## config.mk

```make
export PLATFORM = sky130hd
export DESIGN_NAME = lsu_sequencer_flat
export DESIGN_NICKNAME = d
export VERILOG_FILES = /design/src/rtl/lsu_sequencer_if.sv /design/src/rtl/lsu_sequencer.sv /design/src/flat_wrapper.sv
export SDC_FILE = /design/constraint.sdc
export NUM_CORES = 1
export LEC_CHECK = 0
export BUFFER_PORTS_ARGS = -buffer_cell sky130_fd_sc_hd__clkbuf_2
export CORE_MARGIN = 2
export CORE_UTILIZATION = 40
export CTS_CLUSTER_DIAMETER = 60
export DETAILED_ROUTE_END_ITERATION = 10
export PLACE_DENSITY = 0.67
export SYNTH_ARGS = -nofsm -noshare
export SYNTH_HDL_FRONTEND = slang
export SYNTH_SLANG_ARGS = --single-unit
```

## constraint.sdc

```tcl
create_clock -name clock -period 3.2 [get_ports clock]
set_clock_uncertainty 0.2 [all_clocks]
set_input_delay 0.64 -clock clock [delete_from_list [all_inputs] [get_ports clock]]
set_output_delay 0.64 -clock clock [all_outputs]
set_load 0.01 [all_outputs]
```

## src/rtl/lsu_sequencer_if.sv

```systemverilog
// Purpose : groups the core request/response handshake and the RAM port of lsu_sequencer.
// Ports   : req_* / resp_* (core side), ram_* (single-port synchronous RAM side).
// Modports: master = core + RAM environment, slave = the sequencer itself.
interface lsu_sequencer_if #(
    parameter int ADDRESS_WIDTH = 32
);
    // Core request
    logic                     req_valid;
    logic                     req_ready;
    logic                     req_store;
    logic [2:0]               req_funct3;
    logic [ADDRESS_WIDTH-1:0] req_address;
    logic [31:0]              req_store_value;
    // Core response
    logic                     resp_valid;
    logic                     resp_ready;
    logic                     resp_efault;
    logic [31:0]              resp_load_value;
    // RAM port
    logic [ADDRESS_WIDTH-1:0] ram_address;
    logic                     ram_read_enable;
    logic                     ram_write_enable;
    logic [31:0]              ram_write_value;
    logic [31:0]              ram_read_value;

    modport master (
        output req_valid, req_store, req_funct3, req_address, req_store_value,
        output resp_ready, ram_read_value,
        input  req_ready, resp_valid, resp_efault, resp_load_value,
        input  ram_address, ram_read_enable, ram_write_enable, ram_write_value
    );

    modport slave (
        input  req_valid, req_store, req_funct3, req_address, req_store_value,
        input  resp_ready, ram_read_value,
        output req_ready, resp_valid, resp_efault, resp_load_value,
        output ram_address, ram_read_enable, ram_write_enable, ram_write_value
    );
endinterface

```

## src/rtl/lsu_sequencer.sv

```systemverilog
// Purpose : load/store sequencer between core memory stage and a word-wide sync RAM (read, or read-modify-write).
// Latency : accept edge to first resp_valid cycle = 1 (fault), 3 (load), 4 (store).
// Backpr. : one request in flight; req_ready only in IDLE; response held stable until resp_ready.
// Ports   : clock/reset plain; everything else through lsu_sequencer_if.slave (req_*, resp_*, ram_*).

// Byte-lane helper: extracts/extends a load from a RAM word and merges a store into it.
module load_store32 (
    input  logic [2:0]  funct3_i,      // [1:0] size (byte/half/word), [2] unsigned
    input  logic [1:0]  offset_i,      // byte offset inside the word
    input  logic [31:0] ram_word_i,
    input  logic [31:0] store_value_i,
    output logic [31:0] load_value_o,
    output logic [31:0] merged_word_o
);
    logic [31:0] shifted;

    always_comb begin
        shifted = ram_word_i >> {offset_i, 3'b000};
        case (funct3_i[1:0])
            2'b00:   load_value_o = funct3_i[2] ? {24'b0, shifted[7:0]}
                                                : {{24{shifted[7]}}, shifted[7:0]};
            2'b01:   load_value_o = funct3_i[2] ? {16'b0, shifted[15:0]}
                                                : {{16{shifted[15]}}, shifted[15:0]};
            default: load_value_o = shifted;
        endcase
    end

    always_comb begin
        merged_word_o = ram_word_i;
        case (funct3_i[1:0])
            2'b00:   merged_word_o[{offset_i, 3'b000} +: 8]        = store_value_i[7:0];
            2'b01:   merged_word_o[{offset_i[1], 4'b0000} +: 16]   = store_value_i[15:0];
            default: merged_word_o = store_value_i;
        endcase
    end
endmodule

module lsu_sequencer #(
    parameter int ADDRESS_WIDTH = 32
) (
    input logic             clock,
    input logic             reset,
    lsu_sequencer_if.slave  bus
);
    typedef enum logic [2:0] {IDLE, READ, WAIT, WRITE, RESP} state_t;

    state_t                   state_q, state_d;
    logic                     store_q, store_d;
    logic [2:0]               funct3_q, funct3_d;
    logic [1:0]               offset_q, offset_d;
    logic [31:0]              store_value_q, store_value_d;
    logic                     efault_q, efault_d;
    logic [31:0]              load_value_q, load_value_d;
    logic [ADDRESS_WIDTH-1:0] ram_address_q, ram_address_d;
    logic [31:0]              write_value_q, write_value_d;

    logic                     accept_fault;
    logic [31:0]              extracted;
    logic [31:0]              merged;

    // Fault is decided from the live request so a bad access never touches RAM.
    always_comb begin
        case (bus.req_funct3[1:0])
            2'b00:   accept_fault = 1'b0;
            2'b01:   accept_fault = bus.req_address[0];
            2'b10:   accept_fault = (bus.req_address[1:0] != 2'b00) || bus.req_funct3[2];
            default: accept_fault = 1'b1;
        endcase
        if (bus.req_store && bus.req_funct3[2]) begin
            accept_fault = 1'b1;
        end
    end

    load_store32 u_lanes (
        .funct3_i      (funct3_q),
        .offset_i      (offset_q),
        .ram_word_i    (bus.ram_read_value),
        .store_value_i (store_value_q),
        .load_value_o  (extracted),
        .merged_word_o (merged)
    );

    always_comb begin
        state_d       = state_q;
        store_d       = store_q;
        funct3_d      = funct3_q;
        offset_d      = offset_q;
        store_value_d = store_value_q;
        efault_d      = efault_q;
        load_value_d  = load_value_q;
        ram_address_d = ram_address_q;
        write_value_d = write_value_q;

        case (state_q)
            IDLE: begin
                if (bus.req_valid) begin
                    store_d       = bus.req_store;
                    funct3_d      = bus.req_funct3;
                    offset_d      = bus.req_address[1:0];
                    store_value_d = bus.req_store_value;
                    efault_d      = accept_fault;
                    load_value_d  = '0;
                    if (accept_fault) begin
                        state_d = RESP;
                    end else begin
                        // RAM address only moves for real accesses; it holds otherwise.
                        ram_address_d = {bus.req_address[ADDRESS_WIDTH-1:2], 2'b00};
                        state_d       = READ;
                    end
                end
            end
            READ: state_d = WAIT;
            WAIT: begin
                // ram_read_value is valid in this cycle only.
                if (store_q) begin
                    write_value_d = merged;
                    state_d       = WRITE;
                end else begin
                    load_value_d = extracted;
                    state_d      = RESP;
                end
            end
            WRITE: state_d = RESP;
            RESP: begin
                if (bus.resp_ready) begin
                    state_d = IDLE;
                end
            end
            default: state_d = IDLE;
        endcase
    end

    always_ff @(posedge clock) begin
        if (reset) begin
            state_q       <= IDLE;
            store_q       <= 1'b0;
            funct3_q      <= 3'b000;
            offset_q      <= 2'b00;
            store_value_q <= '0;
            efault_q      <= 1'b0;
            load_value_q  <= '0;
            ram_address_q <= '0;
            write_value_q <= '0;
        end else begin
            state_q       <= state_d;
            store_q       <= store_d;
            funct3_q      <= funct3_d;
            offset_q      <= offset_d;
            store_value_q <= store_value_d;
            efault_q      <= efault_d;
            load_value_q  <= load_value_d;
            ram_address_q <= ram_address_d;
            write_value_q <= write_value_d;
        end
    end

    // Strobes decode straight from state, so reset kills them on the same edge.
    assign bus.req_ready        = (state_q == IDLE);
    assign bus.resp_valid       = (state_q == RESP);
    assign bus.resp_efault      = efault_q;
    assign bus.resp_load_value  = load_value_q;
    assign bus.ram_read_enable  = (state_q == READ);
    assign bus.ram_write_enable = (state_q == WRITE);
    assign bus.ram_address      = ram_address_q;
    assign bus.ram_write_value  = write_value_q;
endmodule

```

## src/flat_wrapper.sv

```systemverilog
// flat-port wrapper written by rule: the top's interface ports become plain ports
module lsu_sequencer_flat 
#(
    parameter int ADDRESS_WIDTH = 32
)
  (clock, reset, bus_req_valid, bus_req_store, bus_req_funct3, bus_req_address, bus_req_store_value, bus_resp_ready, bus_ram_read_value, bus_req_ready, bus_resp_valid, bus_resp_efault, bus_resp_load_value, bus_ram_address, bus_ram_read_enable, bus_ram_write_enable, bus_ram_write_value);
  lsu_sequencer_if #(.ADDRESS_WIDTH(ADDRESS_WIDTH)) bus_i ();
  input logic clock;
  input logic reset;
  input wire logic [$bits(bus_i.req_valid)-1:0] bus_req_valid;
  input wire logic [$bits(bus_i.req_store)-1:0] bus_req_store;
  input wire logic [$bits(bus_i.req_funct3)-1:0] bus_req_funct3;
  input wire logic [$bits(bus_i.req_address)-1:0] bus_req_address;
  input wire logic [$bits(bus_i.req_store_value)-1:0] bus_req_store_value;
  input wire logic [$bits(bus_i.resp_ready)-1:0] bus_resp_ready;
  input wire logic [$bits(bus_i.ram_read_value)-1:0] bus_ram_read_value;
  output wire logic [$bits(bus_i.req_ready)-1:0] bus_req_ready;
  output wire logic [$bits(bus_i.resp_valid)-1:0] bus_resp_valid;
  output wire logic [$bits(bus_i.resp_efault)-1:0] bus_resp_efault;
  output wire logic [$bits(bus_i.resp_load_value)-1:0] bus_resp_load_value;
  output wire logic [$bits(bus_i.ram_address)-1:0] bus_ram_address;
  output wire logic [$bits(bus_i.ram_read_enable)-1:0] bus_ram_read_enable;
  output wire logic [$bits(bus_i.ram_write_enable)-1:0] bus_ram_write_enable;
  output wire logic [$bits(bus_i.ram_write_value)-1:0] bus_ram_write_value;
  assign bus_i.req_valid = bus_req_valid;
  assign bus_i.req_store = bus_req_store;
  assign bus_i.req_funct3 = bus_req_funct3;
  assign bus_i.req_address = bus_req_address;
  assign bus_i.req_store_value = bus_req_store_value;
  assign bus_i.resp_ready = bus_resp_ready;
  assign bus_i.ram_read_value = bus_ram_read_value;
  assign bus_req_ready = bus_i.req_ready;
  assign bus_resp_valid = bus_i.resp_valid;
  assign bus_resp_efault = bus_i.resp_efault;
  assign bus_resp_load_value = bus_i.resp_load_value;
  assign bus_ram_address = bus_i.ram_address;
  assign bus_ram_read_enable = bus_i.ram_read_enable;
  assign bus_ram_write_enable = bus_i.ram_write_enable;
  assign bus_ram_write_value = bus_i.ram_write_value;
  lsu_sequencer #(.ADDRESS_WIDTH(ADDRESS_WIDTH)) u_core (.clock(clock), .reset(reset), .bus(bus_i));
endmodule
```

==> summary.md, run 1 <==
| Metric | Value |
|---|---|
| Post-Syn Area | 6680 sq um |
| Total die area | 17800 sq um |
| Vias in the first global route | 6259 |
| Largest net degree at the start of global routing | 137 |
| Die Wd | 133 microns |
| Total Routed Length | 21500 microns |
| Slew @ Worst Pin | 1200 ps |
| Initial antenna violation count | 0 |
| Clock Sink Count | 136 |
| Worst R2R Setup Slack | 690 ps |
| Post-CTS Setup Inserts | 0 |
| RSZ-0062 raised after global routing | false |
| Reg2reg path depth | 7 |
| Finished Cell Area | 8340 sq um |
| Share of layout cells above drive strength 1 | 27.6% |
| Ratio of final minimum period to clock period | 78.5% |
| Slew HR | 20.2% |
| Iteration-0 DRC Markers | 542 |
| Buffers and inverters on the worst path | 2 |
| Max VDD drop | 0.431 mV |
| Core area | 16500 sq um |
| Worst setup margin | 687 ps |
| Std-Cell Rows | 47 |
| Die H | 133 microns |
| Setup Viol. Count Final | 0 |
| CTS Buffer Depth | 2 |
| Status | completed |
| Kind of critical path | flip-flop to flip-flop |
| CP Cell Sequence | clkinv_1, buf_4, ha_1, nor3_1, a221o_1, a21oi_1, a211oi_1 |
| H-tree depth | 4 |
| Synth top area share | 40.8% |
| Min-Delay Startpoint | bus_req_address[31] |
| Root Buffer | clkbuf_16 |
| Nets | 1070 |
| Post-synth ARST share | 0% |
| Post-DP HPWL | 15400 microns |
| Antenna Nets Post-Route | 0 |
| Post-synthesis sequential area ratio | 40.8% |
| Dominant synthesized flop cell | dfxtp_1 |
| Endpoints failing hold | 0 |
| Inserted Clock Buffers | 17 |
| CP Depth | 7 |
| CTS tree | done |
| Max-capacitance violation count | 0 |
| CP Launch Type | flip-flop |
| CP max stage cell | nor3_1 |
| Pre-CTS setup slack | 699 ps |
| Global-route usage over all layers | 24.1% |
| First-pass GRT wire length | 33600 microns |
| # port buffers | 202 |
| Post-synth cell types | 54 |
| Yosys top cell by area | dfxtp_1 |
| Crit-path leading delay family | simple AND/OR/NAND/NOR gates |
| Worst-path fanout max | 21 |
| Filler instances | 1642 |
| Hold-critical path depth | 3 |
| Synthesized flop and latch total | 136 |
| Top area cells in the synthesized netlist | dfxtp_1 41%, nand2_1 9.6%, a21oi_1 6.6% |
| WHS Endpoint | u_core.bus.ram_address[31]$_SDFFE_PP0P_ |
| # resized after CTS | 0 |
| Top-count cell post-synth | nand2_1 |
| Area growth from synthesis to final layout | 24.8% |
| DRC violations left | 0 |
| Total grt overflow | 0 |
| Start of the worst register-to-register path | u_core.offset_q[1]$_SDFFE_PP0P_ |
| Worst Setup End Kind | flip-flop |
| Mean Syn Cell Area | 8.26 sq um |
| Slowest Stage Delay on Critical Path | 760 ps |
| Crit path arrival time | 2640 ps |
| Fin crit period | 2510 ps |
| I/O Pins | 205 |
| FF-to-FF End | u_core.bus.ram_write_value[9]$_SDFFE_PP0P_ |
| Ys Warns | 0 |
| Placed inst area | 7700 sq um |
| Diode count | 0 |
| Clk Latency, worst-skew pair | 420 ps |
| Top post-synthesis cells by count | 170 x nand2_1, 136 x dfxtp_1, 88 x a21oi_1, 59 x nor2_1, 43 x clkbuf_1 |
| Setup TNS | 0 ps |
| Lkg Pwr | 3.35 nW |
| DR pass1 iterations | 6 |
| Gate Count Post-Synth | 809 |
| GPL Wtd Cong | 0.904 |
| Starting density of the core | 40.6% |
| Vias per cell | 5.60 |
| Via count | 6679 |
| Post-synth EDFFs | 0 |
| Pwr dens | 553 nW/um^2 |
| Wire per inst | 18.0 microns |
| Fmax | 398 MHz |
| Clk pin slew, worst setup/hold paths | 60 ps |
| Hold buffers post-CTS | 0 |
| Critical Path RT | 3330 ps |
| Worst hold path type | input port to flip-flop |
| Slew Viols, Final | 0 |
==> flip-flops by register name, summed over array words and instances, names as in the netlist <==
signal,count
u_core.store_value_q,32
u_core.bus.resp_efault,1
u_core.bus.ram_write_value,32
u_core.store_q,1
u_core.offset_q,2
u_core.state_q,3
u_core.funct3_q,3
u_core.bus.ram_address,30
u_core.bus.resp_load_value,32
==> area by class of cell <==
| class | count | area, sq um | area share [%] |
|---|---|---|---|
| clock buffer | 22 | 464 | 5.57 |
| clock inverter | 8 | 170 | 2.04 |
| inverter | 12 | 45.0 | 0.540 |
| multi-input combinational | 573 | 3490 | 41.9 |
| sequential | 136 | 2720 | 32.7 |
| tap | 220 | 275 | 3.30 |
| timing repair buffer | 221 | 1170 | 14.0 |
==> metrics by stage <==
| stage | cells | hold slack, ps | utilization, % | total power, mW |
|---|---|---|---|---|
| 2_1_floorplan | 810 | 234 | - | 2.27 |
| 3_5_place_dp | 1162 | 246 | 46.8 | 2.51 |
| 6_report | 1192 | 239 | 50.6 | 4.61 |
| 3_3_place_gp | 1162 | 241 | 46.8 | 2.50 |
| 4_1_cts | 1192 | 230 | 50.6 | 4.64 |
| 5_1_grt | 1192 | 230 | 50.6 | 4.79 |
==> power breakdown <==
group	switching (mW)	internal [mW]	total [mW]
clock	0.717	1.41	2.13
sequential	0.0772	1.76	1.84
combinational	0.394	0.252	0.645
total	1.19	3.42	4.61
==> kinds of logic (layout without fill, tap and decap cells) <==
group                    count (synthesis)  in the layout  share of synthesized area (%)
multiplexers                            32             32                           6.31
adder cells (fa/ha/maj)                  5              5                          0.937
other                                    1              2                         0.0561
flip-flops                             136            136                           40.8
buffers and inverters                  101            263                           7.21
AO/OA/AOI/OAI                          250            250                           25.7
AND/OR/NAND/NOR                        284            284                           19.0
==> worst min-delay path: stages <==
cell,delay (ps)
clkbuf_2,80
nand2_1,50
a21oi_1,50
==> worst max path at each step <==
| stage | startpoint | to |
|---|---|---|
| floorplan | u_core.offset_q[1]$_SDFFE_PP0P_ | u_core.bus.ram_write_value[31]$_SDFFE_PP0P_ |
| detailed placement | bus_req_valid | u_core.bus.ram_address[14]$_SDFFE_PP0P_ |
| global route | u_core.state_q[1]$_SDFFE_PP0P_ | u_core.bus.ram_write_value[27]$_SDFFE_PP0P_ |
| global placement | bus_req_valid | u_core.bus.ram_address[14]$_SDFFE_PP0P_ |
| CTS | u_core.offset_q[1]$_SDFFE_PP0P_ | u_core.bus.ram_write_value[9]$_SDFFE_PP0P_ |
| finish | u_core.offset_q[1]$_SDFFE_PP0P_ | u_core.bus.ram_write_value[9]$_SDFFE_PP0P_ |
==> metal layers <==
metal,up-vias,GRT usage [%],part of all wire (%)
li1,3198,-,-
met1,3090,30.8,42
met2,345,37.2,44
met3,46,7.80,10
met4,0,10.5,3.6
met5,-,0,0
==> layout by cell type (no fill, tap or decap), types with 2 or more instances in the layout <==
| cell | instances |
|---|---|
| a22o_1 | 24 |
| a2111oi_0 | 7 |
| bufinv_16 | 5 |
| mux2i_1 | 23 |
| ha_1 | 5 |
| nand2b_1 | 4 |
| a221o_1 | 9 |
| nor4_1 | 2 |
| clkinvlp_4 | 2 |
| o21ai_2 | 2 |
| nand2_1 | 170 |
| and4_1 | 2 |
| nor2b_1 | 2 |
| nor2_1 | 59 |
| buf_4 | 19 |
| clkbuf_16 | 17 |
| inv_1 | 11 |
| a21oi_1 | 88 |
| o2bb2ai_1 | 8 |
| mux4_2 | 8 |
| nor3_1 | 20 |
| nor3b_1 | 2 |
| clkbuf_8 | 2 |
| nor4b_1 | 7 |
| conb_1 | 2 |
| o21ai_1 | 6 |
| dfxtp_1 | 136 |
| nor4b_4 | 2 |
| or2_2 | 2 |
| o21ai_0 | 19 |
| a221oi_1 | 24 |
| a211oi_1 | 25 |
| clkbuf_1 | 3 |
| o32ai_1 | 8 |
| a22oi_1 | 24 |
| clkbuf_2 | 201 |
Note: power is estimated with default switching activity, not from simulation.
==> run 2: changes to the inputs <==
--- a/config.mk
+++ b/config.mk
@@ -5,12 +5,13 @@
 export SDC_FILE = /design/constraint.sdc
 export NUM_CORES = 1
 export LEC_CHECK = 0
+export ABC_AREA = 1
 export BUFFER_PORTS_ARGS = -buffer_cell sky130_fd_sc_hd__clkbuf_2
 export CORE_MARGIN = 2
 export CORE_UTILIZATION = 40
 export CTS_CLUSTER_DIAMETER = 60
 export DETAILED_ROUTE_END_ITERATION = 10
-export PLACE_DENSITY = 0.67
+export PLACE_DENSITY = 0.66
 export SYNTH_ARGS = -nofsm -noshare
 export SYNTH_HDL_FRONTEND = slang
 export SYNTH_SLANG_ARGS = --single-unit
==> constraint.sdc (replaced) <==
create_clock -name clock -period 2.51 [get_ports clock]
set_clock_uncertainty 0.2 [all_clocks]
set_input_delay 0.502 -clock clock [delete_from_list [all_inputs] [get_ports clock]]
set_output_delay 0.502 -clock clock [all_outputs]
set_load 0.01 [all_outputs]
==> run 2 against run 1 <==
  * Sequential power up 29%
  * Non-clock buffer count is 7 higher
  * Clock-buffer cell count down 4
  * Global-route usage is 0.80 points higher
  * Largest power group unchanged
  * Die area is 3.7% higher
  * Hold slack got worse by 140 ps
  * Critical path depth down 3
  * Via count rose by 13%
  * Total power is 34% higher
  * Setup slack worse by 400 ps
  * First-iteration DRC count increased by 24%
  * Clock power increased by 20%
==> summary.md, run 2 <==
| Metric | Value |
|---|---|
| Clk pin slew, worst setup/hold paths | 60 ps (about the same) |
| Slew @ Worst Pin | 845 ps (-352 ps) |
| Post-synth cell types | 34 (-37%) |
| DR pass1 iterations | 5 (-1) |
| Filler instances | 1776 (+8.2%) |
| Dominant synthesized flop cell | dfxtp_1 |
| Top-count cell post-synth | nand2_1 |
| Reg2reg path depth | 6 (-1) |
| Post-synthesis mux area share | 0% (-6.3 points) |
| Inserted Clock Buffers | 17 (unchanged) |
| Clk Latency, worst-skew pair | 420 ps (about the same) |
| Post-synth ARST share | 0% (unchanged) |
| Post-Syn Area | 6940 sq um (+3.9%) |
| Nets | 1296 (+21%) |
| Top area cells in the synthesized netlist | dfxtp_1 39%, nand2_1 13%, a21oi_1 12% |
| Post-synthesis sequential area ratio | 39.2% (-1.5 points) |
| Sw Share | 32.1% (+6.4 points) |
| Area of the multi-input gates | 3560 sq um (+1.9%) |
| Diode count | 0 (unchanged) |
| Vias per cell | 5.28 (-5.7%) |
| Area growth from synthesis to final layout | 24.5% |
| Yosys top cell by area | dfxtp_1 |
| Kind of critical path | flip-flop to primary output |
| Slew HR | 43.7% (+23 points) |
| Starting density of the core | 40.5% (about the same) |
| Endpoints failing hold | 0 (unchanged) |
| First-pass GRT wire length | 36000 microns (+7.0%) |
| Iteration-0 DRC Markers | 670 (+24%) |
| RSZ-0062 raised after global routing | false |
| Synthesized flop and latch total | 136 (unchanged) |
| Clock Sink Count | 136 (unchanged) |
| Crit path to | bus_req_ready |
| DRC violations left | 0 (unchanged) |
| Critical Path RT | 1810 ps (-1520 ps) |
| Largest net degree at the start of global routing | 65 (-53%) |
| CP Launch Type | flip-flop |
| Fmax | 451 MHz |
| # resized after CTS | 0 (unchanged) |
| Synth Area in Adders | 0.902% (-0.035 points) |
| Crit path arrival time | 1520 ps (-1120 ps) |
| Worst-path fanout max | 21 (unchanged) |
| I/O Pins | 205 (unchanged) |
| Max VDD drop | 0.567 mV (+31%) |
| Vias in the first global route | 6951 (+11%) |
| Total grt overflow | 0 (unchanged) |
| Worst R2R Setup Slack | 450 ps (-240 ps) |
| Via count | 7526 (+13%) |
| CTS Buffer Depth | 2 (unchanged) |
| Start of the worst register-to-register path | u_core.offset_q[1]$_SDFFE_PP0P_ |
| Post-synthesis compound-gate area fraction | 26.3% (+0.61 points) |
| Top post-synthesis cells by count | 241 x nand2_1, 162 x a21oi_1, 136 x dfxtp_1, 130 x o21ai_0, 63 x nor2_1 |
| Mean Syn Cell Area | 6.81 sq um (-18%) |
| Share of layout cells above drive strength 1 | 25.0% (-2.6 points) |
| Max-capacitance violation count | 0 (unchanged) |
| Slew Viols, Final | 0 (unchanged) |
| H-tree depth | 4 (unchanged) |
| Root Buffer | clkbuf_16 |
| Comb pwr share | 20.3% (+6.3 points) |
| Commonest non-fill, non-tap cell in the layout | nand2_1 |
| Gate Count Post-Synth | 1019 (+26%) |
| Ys Warns | 0 (unchanged) |
| CTS tree | done |
| Ratio of final minimum period to clock period | 88.4% |
| Post-Synth XOR/XNOR Area | 0% (unchanged) |
| Total die area | 18400 sq um (+3.7%) |
| Antenna Nets Post-Route | 0 (unchanged) |
| Worst Setup End Kind | primary output |
| Post-CTS Setup Inserts | 0 (unchanged) |
| Global-route usage over all layers | 24.9% (+0.80 points) |
| Clock Power Share | 41.2% (-5.0 points) |
| Post-DP HPWL | 16800 microns (+9.1%) |
| Main combinational cell family by area after synthesis | compound AO/OA/AOI/OAI gates |
| Post-synth EDFFs | 0 (unchanged) |
| Worst Setup SP | u_core.state_q[0]$_SDFFE_PP0P_ |
| Worst setup margin | 291 ps (-396 ps) |
| # port buffers | 202 (unchanged) |
| Std-Cell Rows | 48 (+2.1%) |
| Lkg Pwr | 3.83 nW (+14%) |
| Hold buffers post-CTS | 0 (unchanged) |
| Die Wd | 136 microns (+1.9%) |
| Sequential share of power | 38.5% (-1.3 points) |
| Die H | 136 microns (+1.9%) |
| GPL Wtd Cong | 0.961 (+6.3%) |
| Total Routed Length | 22700 microns (+5.4%) |
| Pre-CTS setup slack | 488 ps (-210 ps) |
| Sw Pwr | 1.98 mW (+67%) |
| Wire per inst | 15.9 microns (-12%) |
| Synth top area share | 39.2% (-1.5 points) |
| Status | completed |
| Core area | 17100 sq um (+4.0%) |
| Finished Core Util | 50.5% (-0.16 points) |
| FF-to-FF End | u_core.bus.ram_write_value[30]$_SDFFE_PP0P_ |
| Setup TNS | 0 ps (unchanged) |
| Post-Synth Simple-Gate Area | 23.9% (+4.9 points) |
| Initial antenna violation count | 0 (unchanged) |
| Fin crit period | 2220 ps |
| Most frequent cells in the layout | 241 x nand2_1, 202 x clkbuf_2, 162 x a21oi_1, 135 x dfxtp_1, 130 x o21ai_0 |
| Power Internal | 4.19 mW (+22%) |
| Pwr dens | 715 nW/um^2 (+29%) |
| Register area | 2720 sq um (about the same) |
| Setup Viol. Count Final | 0 (unchanged) |
| Worst hold path type | input port to flip-flop |
[run 2: changes by cell type in the layout (fill, tap and decap cells not counted), moves of 31 or more]
cell,previous run,this run
a21oi_1,88,162
nand4_1,0,31
inv_1,11,57
o21ai_0,19,130
nand2_1,170,241
o22ai_1,0,31
[run 2: metrics by stage]
step | cell area [sq um] | total power, mW | cells | hold slack (ps)
floorplan | 6940 | 3.27 | 1020 | 225
global placement | 8040 | 3.65 | 1393 | 249
detailed placement | 8040 | 3.66 | 1393 | 253
CTS | 8640 | 6.21 | 1425 | 88.7
global route | 8640 | 6.48 | 1425 | 102
finish | 8640 | 6.18 | 1425 | 96.9
[run 2: layout make-up]
cell class	instances	share of cell area, %
clock buffers	18	5.08
clock inverters	14	1.88
inverters	68	2.97
multi-input cells	736	41.2
flip-flops and latches	136	31.5
well taps	225	3.26
repair buffers	228	14.1
[run 2: logic make-up after synthesis]
kind of cell / count (synthesis)
AND/OR/NAND/NOR: 381
AO/OA/AOI/OAI: 348
buffers and inverters: 148
flip-flops: 136
adder cells (fa/ha/maj): 5
other: 1
[run 2: worst min-delay path by stage]
stage,startpoint,to,depth (start not counted)
after floorplan,u_core.store_value_q[21]$_SDFFE_PP0P_,u_core.store_value_q[21]$_SDFFE_PP0P_,2
after global placement,u_core.bus.ram_address[11]$_SDFFE_PP0P_,u_core.bus.ram_address[11]$_SDFFE_PP0P_,2
after detailed placement,u_core.bus.ram_address[4]$_SDFFE_PP0P_,u_core.bus.ram_address[4]$_SDFFE_PP0P_,2
after CTS,bus_req_store_value[24],u_core.store_value_q[24]$_SDFFE_PP0P_,3
after global routing,bus_req_store_value[24],u_core.store_value_q[24]$_SDFFE_PP0P_,3
final,bus_req_store_value[19],u_core.store_value_q[19]$_SDFFE_PP0P_,3
[run 2: power groups by stage]
stage / clock (mW) / combinational, mW / sequential [mW]
6_report: 2.55 / 1.25 / 2.38
2_1_floorplan: 0 / 0.857 / 2.41
5_1_grt: 2.68 / 1.41 / 2.39
3_5_place_dp: 0 / 1.24 / 2.42
3_3_place_gp: 0 / 1.23 / 2.42
4_1_cts: 2.59 / 1.24 / 2.38
[run 2: critical path, cell delays in order (launching register included)]
cell	delay, ps
dfxtp_1	330
nor2_2	160
nand2_2	100
inv_2	290
clkbuf_2	210
[run 2: per-layer routing]
layer / track usage, % / wire [microns] / vias to the layer above
li1: - / - / 3766
met1: 33.6 / 10000 / 3408
met2: 38.7 / 10300 / 314
met3: 6.17 / 1800 / 38
met4: 8.39 / 483 / 0
met5: 0 / 0 / -
==> run 3: changes to the inputs <==
--- a/config.mk
+++ b/config.mk
@@ -11,6 +11,7 @@
 export CORE_UTILIZATION = 40
 export CTS_CLUSTER_DIAMETER = 60
 export DETAILED_ROUTE_END_ITERATION = 10
+export MAX_ROUTING_LAYER = met4
 export PLACE_DENSITY = 0.66
 export SYNTH_ARGS = -nofsm -noshare
 export SYNTH_HDL_FRONTEND = slang
==> run 3 against run 2 <==
  * Sequential share of layout area shrank 0.10 points
  * Utilization grew 0.17 points
  * Global-route usage grew 1.0 points
  * Critical endpoint unchanged
  * Largest power group unchanged
==> summary.md, run 3 (synthesis gave the netlist of run 2 again) <==
| Metric | Value |
|---|---|
| Crit-path leading delay family | buffers and inverters |
| Dpl cells | 1392 (-0.072%) |
| CTS tree | done |
| Worst-path fanout max | 21 (unchanged) |
| Finished Cell Area | 8670 sq um (+0.33%) |
| Most frequent cells in the layout | 241 x nand2_1, 202 x clkbuf_2, 162 x a21oi_1, 135 x dfxtp_1, 130 x o21ai_0 |
| Endpoints failing hold | 0 (unchanged) |
| Setup TNS | 0 ps (unchanged) |
| Die Wd | 136 microns (unchanged) |
| Fin crit period | 2240 ps (+19.1 ps) |
| Buffers and inverters on the worst path | 2 (unchanged) |
| Share of layout cells above drive strength 1 | 24.9% (-0.063 points) |
| Global-route usage over all layers | 25.9% (+1.0 points) |
| Die H | 136 microns (unchanged) |
| Core area | 17100 sq um (unchanged) |
| Area growth from synthesis to final layout | 24.9% |
| Total grt overflow | 0 (unchanged) |
| Hold_ws | 93.4 ps (-3.49 ps) |
| Finished Core Util | 50.6% (+0.17 points) |
| CP Cell Sequence | nor2_2, nand2_2, inv_2, clkbuf_2 |
| Lkg Pwr | 3.85 nW (+0.33%) |
| WHS Endpoint | u_core.store_value_q[27]$_SDFFE_PP0P_ |
| CTS Buffer Depth | 2 (unchanged) |
| Starting density of the core | 40.5% (unchanged) |
| Placed inst area | 8040 sq um (about the same) |
| Root Buffer | clkbuf_16 |
| Clock Sink Count | 136 (unchanged) |
| CP max stage cell | dfxtp_1 |
| Clk Latency, worst-skew pair | 430 ps (about the same) |
| Fmax | 447 MHz (-0.85%) |
| Worst Setup End Kind | primary output |
| Clk pin slew, worst setup/hold paths | 60 ps (about the same) |
| Vias per cell | 5.25 (-0.59%) |
| Pwr dens | 728 nW/um^2 (+1.8%) |
| H-tree depth | 4 (unchanged) |
| Start of the worst register-to-register path | u_core.offset_q[1]$_SDFFE_PP0P_ |
| RSZ-0062 raised after global routing | false |
| Vias in the first global route | 7017 (+0.95%) |
| Std-Cell Rows | 48 (unchanged) |
| Total die area | 18400 sq um (unchanged) |
| Register area | 2720 sq um (unchanged) |
| Slew HR | 44.5% (+0.83 points) |
| Total Power | 6.31 mW (+2.2%) |
| Min-Delay Startpoint | bus_req_store_value[27] |
| Initial antenna violation count | 0 (unchanged) |
| Nets | 1295 (-0.077%) |
| Status | completed |
| Slowest Stage Delay on Critical Path | 330 ps (about the same) |
| DR pass1 iterations | 6 (+1) |
| Kind of critical path | flip-flop to primary output |
| # port buffers | 202 (unchanged) |
| Hold buffers post-CTS | 0 (unchanged) |
| Diode count | 0 (unchanged) |
| Setup Viol. Count Final | 0 (unchanged) |
| Via count | 7476 (-0.66%) |
| Worst setup margin | 272 ps (-19.1 ps) |
| Post-Layout Cell Count | 1424 (-0.070%) |
| Met2 WL | 10300 microns (about the same) |
| Hold-critical path depth | 3 (unchanged) |
| I/O Pins | 205 (unchanged) |
| Worst hold path type | input port to flip-flop |
| DRC violations left | 0 (unchanged) |
| Total Routed Length | 22900 microns (+1.1%) |
| First-pass GRT wire length | 36400 microns (+1.2%) |
| Slew @ Worst Pin | 832 ps (-12.4 ps) |
| GPL Wtd Cong | 0.974 (+1.4%) |
| Pre-CTS setup slack | 446 ps (-42.3 ps) |
| Crit path arrival time | 1540 ps (+20 ps) |
| # resized after CTS | 0 (unchanged) |
| Area of the multi-input gates | 3560 sq um (unchanged) |
| CP Launch Type | flip-flop |
| Worst R2R Setup Slack | 480 ps (+30 ps) |
| Max-capacitance violation count | 0 (unchanged) |
| Inserted Clock Buffers | 17 (unchanged) |
| Routed wl met3 | 1660 microns (-8.2%) |
| Critical Path RT | 1810 ps (about the same) |
| Max VDD drop | 0.521 mV (-8.1%) |
| FF-to-FF End | u_core.bus.ram_write_value[15]$_SDFFE_PP0P_ |
| Post-CTS Setup Inserts | 0 (unchanged) |
| Largest net degree at the start of global routing | 65 (unchanged) |
| Commonest non-fill, non-tap cell in the layout | nand2_1 |
| Antenna Nets Post-Route | 0 (unchanged) |
| Post-Route M1 WL | 10400 microns (+3.2%) |
| Filler instances | 1781 (+0.28%) |
| Reg2reg path depth | 7 (+1) |
| Slew Viols, Final | 0 (unchanged) |
| Post-DP HPWL | 16800 microns (+0.17%) |
| Wire per inst | 16.1 microns (+1.1%) |
| Iteration-0 DRC Markers | 553 (-17%) |
| Highest routed metal layer | met4 |
| Ratio of final minimum period to clock period | 89.2% (+0.76 points) |
-- run 3: power by group --
group | switching, mW | leakage (nW) | internal, mW | total, mW
clock | 1.06 | 0.301 | 1.62 | 2.67
combinational | 0.855 | 2.44 | 0.400 | 1.25
sequential | 0.101 | 1.11 | 2.28 | 2.38
-- run 3: final cells by class --
type / instances / share of cell area (%)
Sequential cell: 136 / 31.4
Clock inverter: 14 / 2.15
Clock buffer: 18 / 5.07
Multi-Input combinational cell: 736 / 41.0
Inverter: 68 / 2.96
Tap cell: 225 / 3.25
Timing Repair Buffer: 227 / 14.1
-- run 3: worst register-to-register path, stage by stage, from the launching register on --
cell and delay, ps:
dfxtp_2 370, inv_2 90, buf_4 340, ha_1 250, nand3_1 270, o22ai_1 210
nand2_1 90, a21oi_1 150
-- run 3: worst max path at each step --
stage | start | slack, ps | cells past startpoint | endpoint
detailed placement | bus_req_valid | 450 | 7 | u_core.store_value_q[0]$_SDFFE_PP0P_
global placement | bus_req_valid | 470 | 7 | u_core.store_value_q[4]$_SDFFE_PP0P_
CTS | u_core.state_q[0]$_SDFFE_PP0P_ | 260 | 4 | bus_req_ready
finish | u_core.state_q[0]$_SDFFE_PP0P_ | 270 | 4 | bus_req_ready
global route | u_core.offset_q[0]$_SDFFE_PP0P_ | 210 | 7 | u_core.bus.ram_write_value[7]$_SDFFE_PP0P_
floorplan | u_core.offset_q[0]$_SDFFE_PP0P_ | 500 | 9 | u_core.bus.ram_write_value[7]$_SDFFE_PP0P_
-- run 3: metal layers --
metal,up-vias,global-route usage [%]
met5,-,-
met4,0,8.91
met3,36,5.42
li1,3770,-
met2,302,39.0
met1,3368,34.4
